==> config.mk <==
export PLATFORM = sky130hd
export DESIGN_NAME = pc_fetch_ctrl_flat
export DESIGN_NICKNAME = d
export VERILOG_FILES = /design/src/rtl/pc_ctrl_pkg.sv /design/src/rtl/pc_fetch_ctrl_if.sv /design/src/rtl/pc_next_calc.sv /design/src/rtl/pc_fetch_ctrl.sv /design/src/flat_wrapper.sv
export SDC_FILE = /design/constraint.sdc
export NUM_CORES = 1
export LEC_CHECK = 0
export ABC_CLOCK_PERIOD_IN_PS = 3850
export BUFFER_PORTS_ARGS = -buffer_cell sky130_fd_sc_hd__buf_2
export CORE_MARGIN = 2
export CORE_UTILIZATION = 49
export DETAILED_ROUTE_END_ITERATION = 10
export PLACE_DENSITY = 0.76
export SLEW_MARGIN = 25
export SYNTH_ARGS = -nofsm -noshare
export SYNTH_HDL_FRONTEND = slang
export SYNTH_HIERARCHICAL = 1
export SYNTH_SLANG_ARGS = --single-unit
==> constraint.sdc <==
create_clock -name clk -period 3.85 [get_ports clk]
set_input_delay 0.77 -clock clk [delete_from_list [all_inputs] [get_ports clk]]
set_output_delay 0.77 -clock clk [all_outputs]
set_load 0.005 [all_outputs]
==> src/rtl/pc_ctrl_pkg.sv <==
// Shared types for the PC fetch controller: FSM states, resolve kinds, PC step.
package pc_ctrl_pkg;

    typedef enum logic [1:0] {
        FETCH,
        HANDOFF,
        RESOLVE,
        HALTED
    } state_t;

    typedef enum logic [1:0] {
        KIND_SEQ     = 2'b00,
        KIND_BRANCH  = 2'b01,
        KIND_JUMPREG = 2'b10,
        KIND_HALT    = 2'b11
    } kind_t;

    localparam logic [31:0] PC_STEP = 32'd4;

endpackage

==> src/rtl/pc_fetch_ctrl_if.sv <==
// Instruction-memory and decode handshake bundle; master is the fetch controller.
interface pc_fetch_ctrl_if;

    logic        imem_req;
    logic [31:0] imem_addr;
    logic        imem_ack;
    logic [31:0] imem_rdata;
    logic        instr_valid;
    logic [31:0] instr;
    logic [31:0] instr_pc;
    logic        instr_ready;
    logic        res_valid;
    logic [1:0]  res_kind;
    logic        res_zero;
    logic [31:0] res_imm;
    logic [31:0] res_target;

    modport master (
        output imem_req, imem_addr, instr_valid, instr, instr_pc,
        input  imem_ack, imem_rdata, instr_ready,
        input  res_valid, res_kind, res_zero, res_imm, res_target
    );

    modport slave (
        input  imem_req, imem_addr, instr_valid, instr, instr_pc,
        output imem_ack, imem_rdata, instr_ready,
        output res_valid, res_kind, res_zero, res_imm, res_target
    );

endinterface

==> src/rtl/pc_next_calc.sv <==
// Combinational next-PC selection from decode's resolution of the current instruction.
module pc_next_calc
    import pc_ctrl_pkg::*;
(
    input  logic [31:0] pc,
    input  logic [1:0]  res_kind,
    input  logic        res_zero,
    input  logic [31:0] res_imm,
    input  logic [31:0] res_target,
    output logic [31:0] next_pc,
    output logic        misaligned
);

    logic [31:0] seq_pc;
    logic [31:0] br_pc;

    assign seq_pc = pc + PC_STEP;
    // Word offset: the shift drops the immediate's top two bits.
    assign br_pc  = seq_pc + (res_imm << 2);

    always_comb begin
        next_pc = seq_pc;
        unique case (1'b1)
            res_kind == KIND_SEQ:     next_pc = seq_pc;
            res_kind == KIND_BRANCH:  next_pc = res_zero ? br_pc : seq_pc;
            res_kind == KIND_JUMPREG: next_pc = res_zero ? res_target : seq_pc;
            res_kind == KIND_HALT:    next_pc = pc;
        endcase
    end

    assign misaligned = |next_pc[1:0];

endmodule

==> src/rtl/pc_fetch_ctrl.sv <==
// PC fetch/resolve controller owning the architectural PC.
// Define PC_ALIGN_CHECK_EN to add align_fault and halt on misaligned targets.
module pc_fetch_ctrl
    import pc_ctrl_pkg::*;
#(
    parameter logic [31:0] RESET_PC = 32'h0000_0000,
    parameter int          MAX_WAIT = 16
) (
    input  logic           clk,
    input  logic           rst,
    pc_fetch_ctrl_if.master bus,
    output logic [31:0]    pc,
    output logic           halted,
    output logic           timeout
`ifdef PC_ALIGN_CHECK_EN
    ,
    output logic           align_fault
`endif
);

    localparam int CW = $clog2(MAX_WAIT) + 1;
    localparam logic [CW-1:0] WMAX  = CW'(MAX_WAIT);
    localparam logic [CW-1:0] WLAST = CW'(MAX_WAIT - 1);

`ifdef PC_ALIGN_CHECK_EN
    localparam bit ALIGN_EN = 1'b1;
`else
    localparam bit ALIGN_EN = 1'b0;
`endif

    state_t        state;
    state_t        state_d;
    logic          cap;
    logic          adv;
    logic          fault;
    logic [31:0]   next_pc;
    logic          misaligned;
    logic [31:0]   instr_q;
    logic [31:0]   ipc_q;
    logic [CW-1:0] wait_cnt;

    pc_next_calc u_calc (
        .pc         (pc),
        .res_kind   (bus.res_kind),
        .res_zero   (bus.res_zero),
        .res_imm    (bus.res_imm),
        .res_target (bus.res_target),
        .next_pc    (next_pc),
        .misaligned (misaligned)
    );

    always_ff @(posedge clk or posedge rst) begin
        if (rst) state <= FETCH;
        else     state <= state_d;
    end

    always_comb begin
        state_d = state;
        cap     = 1'b0;
        adv     = 1'b0;
        fault   = 1'b0;
        unique case (state)
            FETCH: begin
                if (bus.imem_ack) begin
                    cap     = 1'b1;
                    state_d = HANDOFF;
                end
            end
            HANDOFF: begin
                if (bus.instr_ready) state_d = RESOLVE;
            end
            RESOLVE: begin
                if (bus.res_valid) begin
                    fault = ALIGN_EN && misaligned &&
                            (bus.res_kind != KIND_HALT);
                    if (bus.res_kind == KIND_HALT || fault) begin
                        state_d = HALTED;
                    end else begin
                        adv     = 1'b1;
                        state_d = FETCH;
                    end
                end
            end
            HALTED: state_d = HALTED;
        endcase
    end

    always_ff @(posedge clk or posedge rst) begin
        if (rst) begin
            pc       <= RESET_PC;
            instr_q  <= '0;
            ipc_q    <= '0;
            wait_cnt <= '0;
            timeout  <= 1'b0;
        end else begin
            if (cap) begin
                instr_q  <= bus.imem_rdata;
                ipc_q    <= pc;
                wait_cnt <= '0;
            end else if (state == FETCH) begin
                if (wait_cnt != WMAX) wait_cnt <= wait_cnt + 1'b1;
                if (wait_cnt >= WLAST) timeout <= 1'b1;
            end
            if (adv) pc <= next_pc;
        end
    end

`ifdef PC_ALIGN_CHECK_EN
    always_ff @(posedge clk or posedge rst) begin
        if (rst)        align_fault <= 1'b0;
        else if (fault) align_fault <= 1'b1;
    end
`endif

    // rst gates the request so it is low for the whole reset interval.
    assign bus.imem_req    = (state == FETCH) && !rst;
    assign bus.imem_addr   = pc;
    assign bus.instr_valid = (state == HANDOFF);
    assign bus.instr       = instr_q;
    assign bus.instr_pc    = ipc_q;
    assign halted          = (state == HALTED);

endmodule

==> src/flat_wrapper.sv <==
// flat-port wrapper written by rule: the top's interface ports become plain ports
module pc_fetch_ctrl_flat import pc_ctrl_pkg::*;
#(
    parameter logic [31:0] RESET_PC = 32'h0000_0000,
    parameter int          MAX_WAIT = 16
)
  (clk, rst, pc, halted, timeout, bus_imem_req, bus_imem_addr, bus_instr_valid, bus_instr, bus_instr_pc, bus_imem_ack, bus_imem_rdata, bus_instr_ready, bus_res_valid, bus_res_kind, bus_res_zero, bus_res_imm, bus_res_target);
  pc_fetch_ctrl_if bus_i ();
  input  logic clk;
  input  logic rst;
  output logic [31:0] pc;
  output logic halted;
  output logic timeout;
  output wire logic [$bits(bus_i.imem_req)-1:0] bus_imem_req;
  output wire logic [$bits(bus_i.imem_addr)-1:0] bus_imem_addr;
  output wire logic [$bits(bus_i.instr_valid)-1:0] bus_instr_valid;
  output wire logic [$bits(bus_i.instr)-1:0] bus_instr;
  output wire logic [$bits(bus_i.instr_pc)-1:0] bus_instr_pc;
  input wire logic [$bits(bus_i.imem_ack)-1:0] bus_imem_ack;
  input wire logic [$bits(bus_i.imem_rdata)-1:0] bus_imem_rdata;
  input wire logic [$bits(bus_i.instr_ready)-1:0] bus_instr_ready;
  input wire logic [$bits(bus_i.res_valid)-1:0] bus_res_valid;
  input wire logic [$bits(bus_i.res_kind)-1:0] bus_res_kind;
  input wire logic [$bits(bus_i.res_zero)-1:0] bus_res_zero;
  input wire logic [$bits(bus_i.res_imm)-1:0] bus_res_imm;
  input wire logic [$bits(bus_i.res_target)-1:0] bus_res_target;
  assign bus_imem_req = bus_i.imem_req;
  assign bus_imem_addr = bus_i.imem_addr;
  assign bus_instr_valid = bus_i.instr_valid;
  assign bus_instr = bus_i.instr;
  assign bus_instr_pc = bus_i.instr_pc;
  assign bus_i.imem_ack = bus_imem_ack;
  assign bus_i.imem_rdata = bus_imem_rdata;
  assign bus_i.instr_ready = bus_instr_ready;
  assign bus_i.res_valid = bus_res_valid;
  assign bus_i.res_kind = bus_res_kind;
  assign bus_i.res_zero = bus_res_zero;
  assign bus_i.res_imm = bus_res_imm;
  assign bus_i.res_target = bus_res_target;
  pc_fetch_ctrl #(.RESET_PC(RESET_PC), .MAX_WAIT(MAX_WAIT)) u_core (.clk(clk), .rst(rst), .bus(bus_i), .pc(pc), .halted(halted), .timeout(timeout));
endmodule
==> out/metrics.yaml <==
worst-path-buf-inv: 3
cp.required_ns: 4.08
max_slew_margin: 0.424
design.die.area_um2: 18100
cts_tree: "done"
dr_wl_met2_um: 11400
pre_cts_ws_ns: -0.0891
wl_met1_um: 10800
vias_per_cell: 5.76
fin_setup_tns_ns: 0
dr_wl_met3_um: 2030
place_hpwl_um: 19200
clkSlewWorstSetupHoldPaths_ns: 0.07
path_delay_family: "compound AO/OA/AOI/OAI gates"
grtUsageTotal: 0.264
worstSetupEndpointType: "flop"
grt_pass1_wl_um: 37600
fmax_ghz: 0.268
drcViolationCount: 0
clock_sinks: 104
cp_slowest_cell: "o41a_1"
coreArea_um2: 16600
portBuffers: 233
drv_slew: 0
reg2reg_slack_ns: 0.12
finalCritPeriodShare: 0.969
first_pass_iters: 6
startpoint_type: "flop"
h-tree-depth: 3
vias: 7745
syn_nets: 997
avgRoutedWirePerCell_um: 18.4
die_h_um: 135
path_cells: "nand4_1 -> buf_4 -> nor3_4 -> buf_4 -> xor2_2 -> ha_1 -> buf_4 -> a21oi_1 -> nor2b_1 -> o41a_1 -> o21ai_1 -> xor2_1 -> o21ai_0 -> mux2_4"
finalHoldViolations: 0
critPathArrivalTime_ns: 3.96
powerDensity_nw_per_um2: 764
p_leak_nw: 5.26
fin_ws_ns: 0.120
initial_core_util: 0.503
crit_fanout: 5
clock-root-buffer: "clkbuf_16"
ant_nets: 0
ir_drop_mv: 0.354
synth_warnings: 6
crit_top_cell: "buf_4"
std_cell_rows: 47
die-width_um: 135
crit_type: "flop to flop"
min_path_type: "flop to flop"
routed_wl_um: 24700
antenna_found_initial: 1
cts_hold_buf: 0
io_pins: 236
insertion_delay_ns: 0.34
nets: 1261
cts_buffers: 9
holdWs_ns: 0.475
drive_gt1_frac: 0.459
syn_avg_cell_area_um2: 9.79
grt-ovfl-total: 0
drt_iter0_markers: 655
areaGrowthSynthToFinish_pct: 26.9
grt_max_degree: 57
dp.cells: 1324
drv_cap: 0
syn_inst: 854
max_stage_delay_ns: 0.48
worst_slew_pin_slew_ns: 0.862
place_congestion: 0.880
stdcell_count: 1344
routed.top_layer: "met4"
grt_pass1_vias: 7069
status: "complete, no violations"
cts_buffer_depth: 2
period_needed_ns: 3.73
setup_viol: 0
final.setup_skew_ns: 0.00746
syn_area_um2: 8360
==> routing by layer <==
layer  GRT usage  vias to the layer above
li1            -                     3633
met1       0.373                     3666
met2       0.416                      404
met3      0.0454                       42
met4      0.0789                        0
met5           0                        -
==> placed cells by master, fill, tap and decap left out, types with 9 or more instances in the layout <==
cell         n
dfrtp_1    102
inv_1       16
o21ai_0     61
and3_1      15
o211ai_1     9
ha_1        32
nor3_1      14
xor2_1      17
nor2_1      37
o22ai_1     23
nand3_1     25
mux2_4      91
a21oi_1     45
buf_2      233
clkbuf_16    9
a31oi_1     10
xnor2_1     19
a22o_1       9
nand2_1     80
buf_4       91
mux2_2      10
==> power by group <==
group	leakage, nW	switching [W]	internal [W]	total (W)
clock	0.137	0.000411	0.000465	0.000876
combinational	3.85	0.00253	0.00268	0.00521
sequential	1.28	0.000403	0.00162	0.00202
total	5.26	0.00334	0.00476	0.00810
==> per-stage QoR <==
step | power, W | instance area, um2 | utilization
after floorplan | 0.00532 | 8370 | -
after global placement | 0.00686 | 10000 | 0.602
after detailed placement | 0.00699 | 10000 | 0.602
after CTS | 0.00792 | 10300 | 0.621
after global routing | 0.00869 | 10600 | 0.638
final | 0.00810 | 10600 | 0.638
==> path summary, 6_finish.rpt <==
| check | cells after the start | from | to |
|---|---|---|---|
| min reg2reg | 1 | u_core/timeout | u_core/timeout |
| min in group asynchronous | 2 | rst | u_core/bus.instr_pc[12] |
| min | 1 | u_core/timeout | u_core/timeout |
| max in group asynchronous | 3 | rst | u_core/bus.imem_addr[29] |
| max | 14 | u_core/bus.imem_addr[10] | u_core/bus.imem_addr[22] |
| max reg2reg | 14 | u_core/bus.imem_addr[10] | u_core/bus.imem_addr[22] |
==> layout make-up <==
class,instances,area (um2)
diodes,1,2.50
clock buffers,10,239
clock inverters,6,52.6
fillers,1397,6030
inverters,18,71.3
multi-input cells,659,5480
flip-flops and latches,104,2610
well taps,220,275
repair buffers,326,1890
==> timing repair <==
action	in CTS	in global routing
setup buffers	0	3
gates resized for setup	6	49
endpoints found under the setup margin	2	11
pin swaps	1	21
==> sequential cells by signal (all words and copies together), names as in the netlist <==
name and count:
u_core/bus.instr_pc 32, u_core/wait_cnt 5, u_core/timeout 1, u_core/bus.instr 32, u_core/state 2, u_core/bus.imem_addr 32
Power figures use the tool's default switching activity.
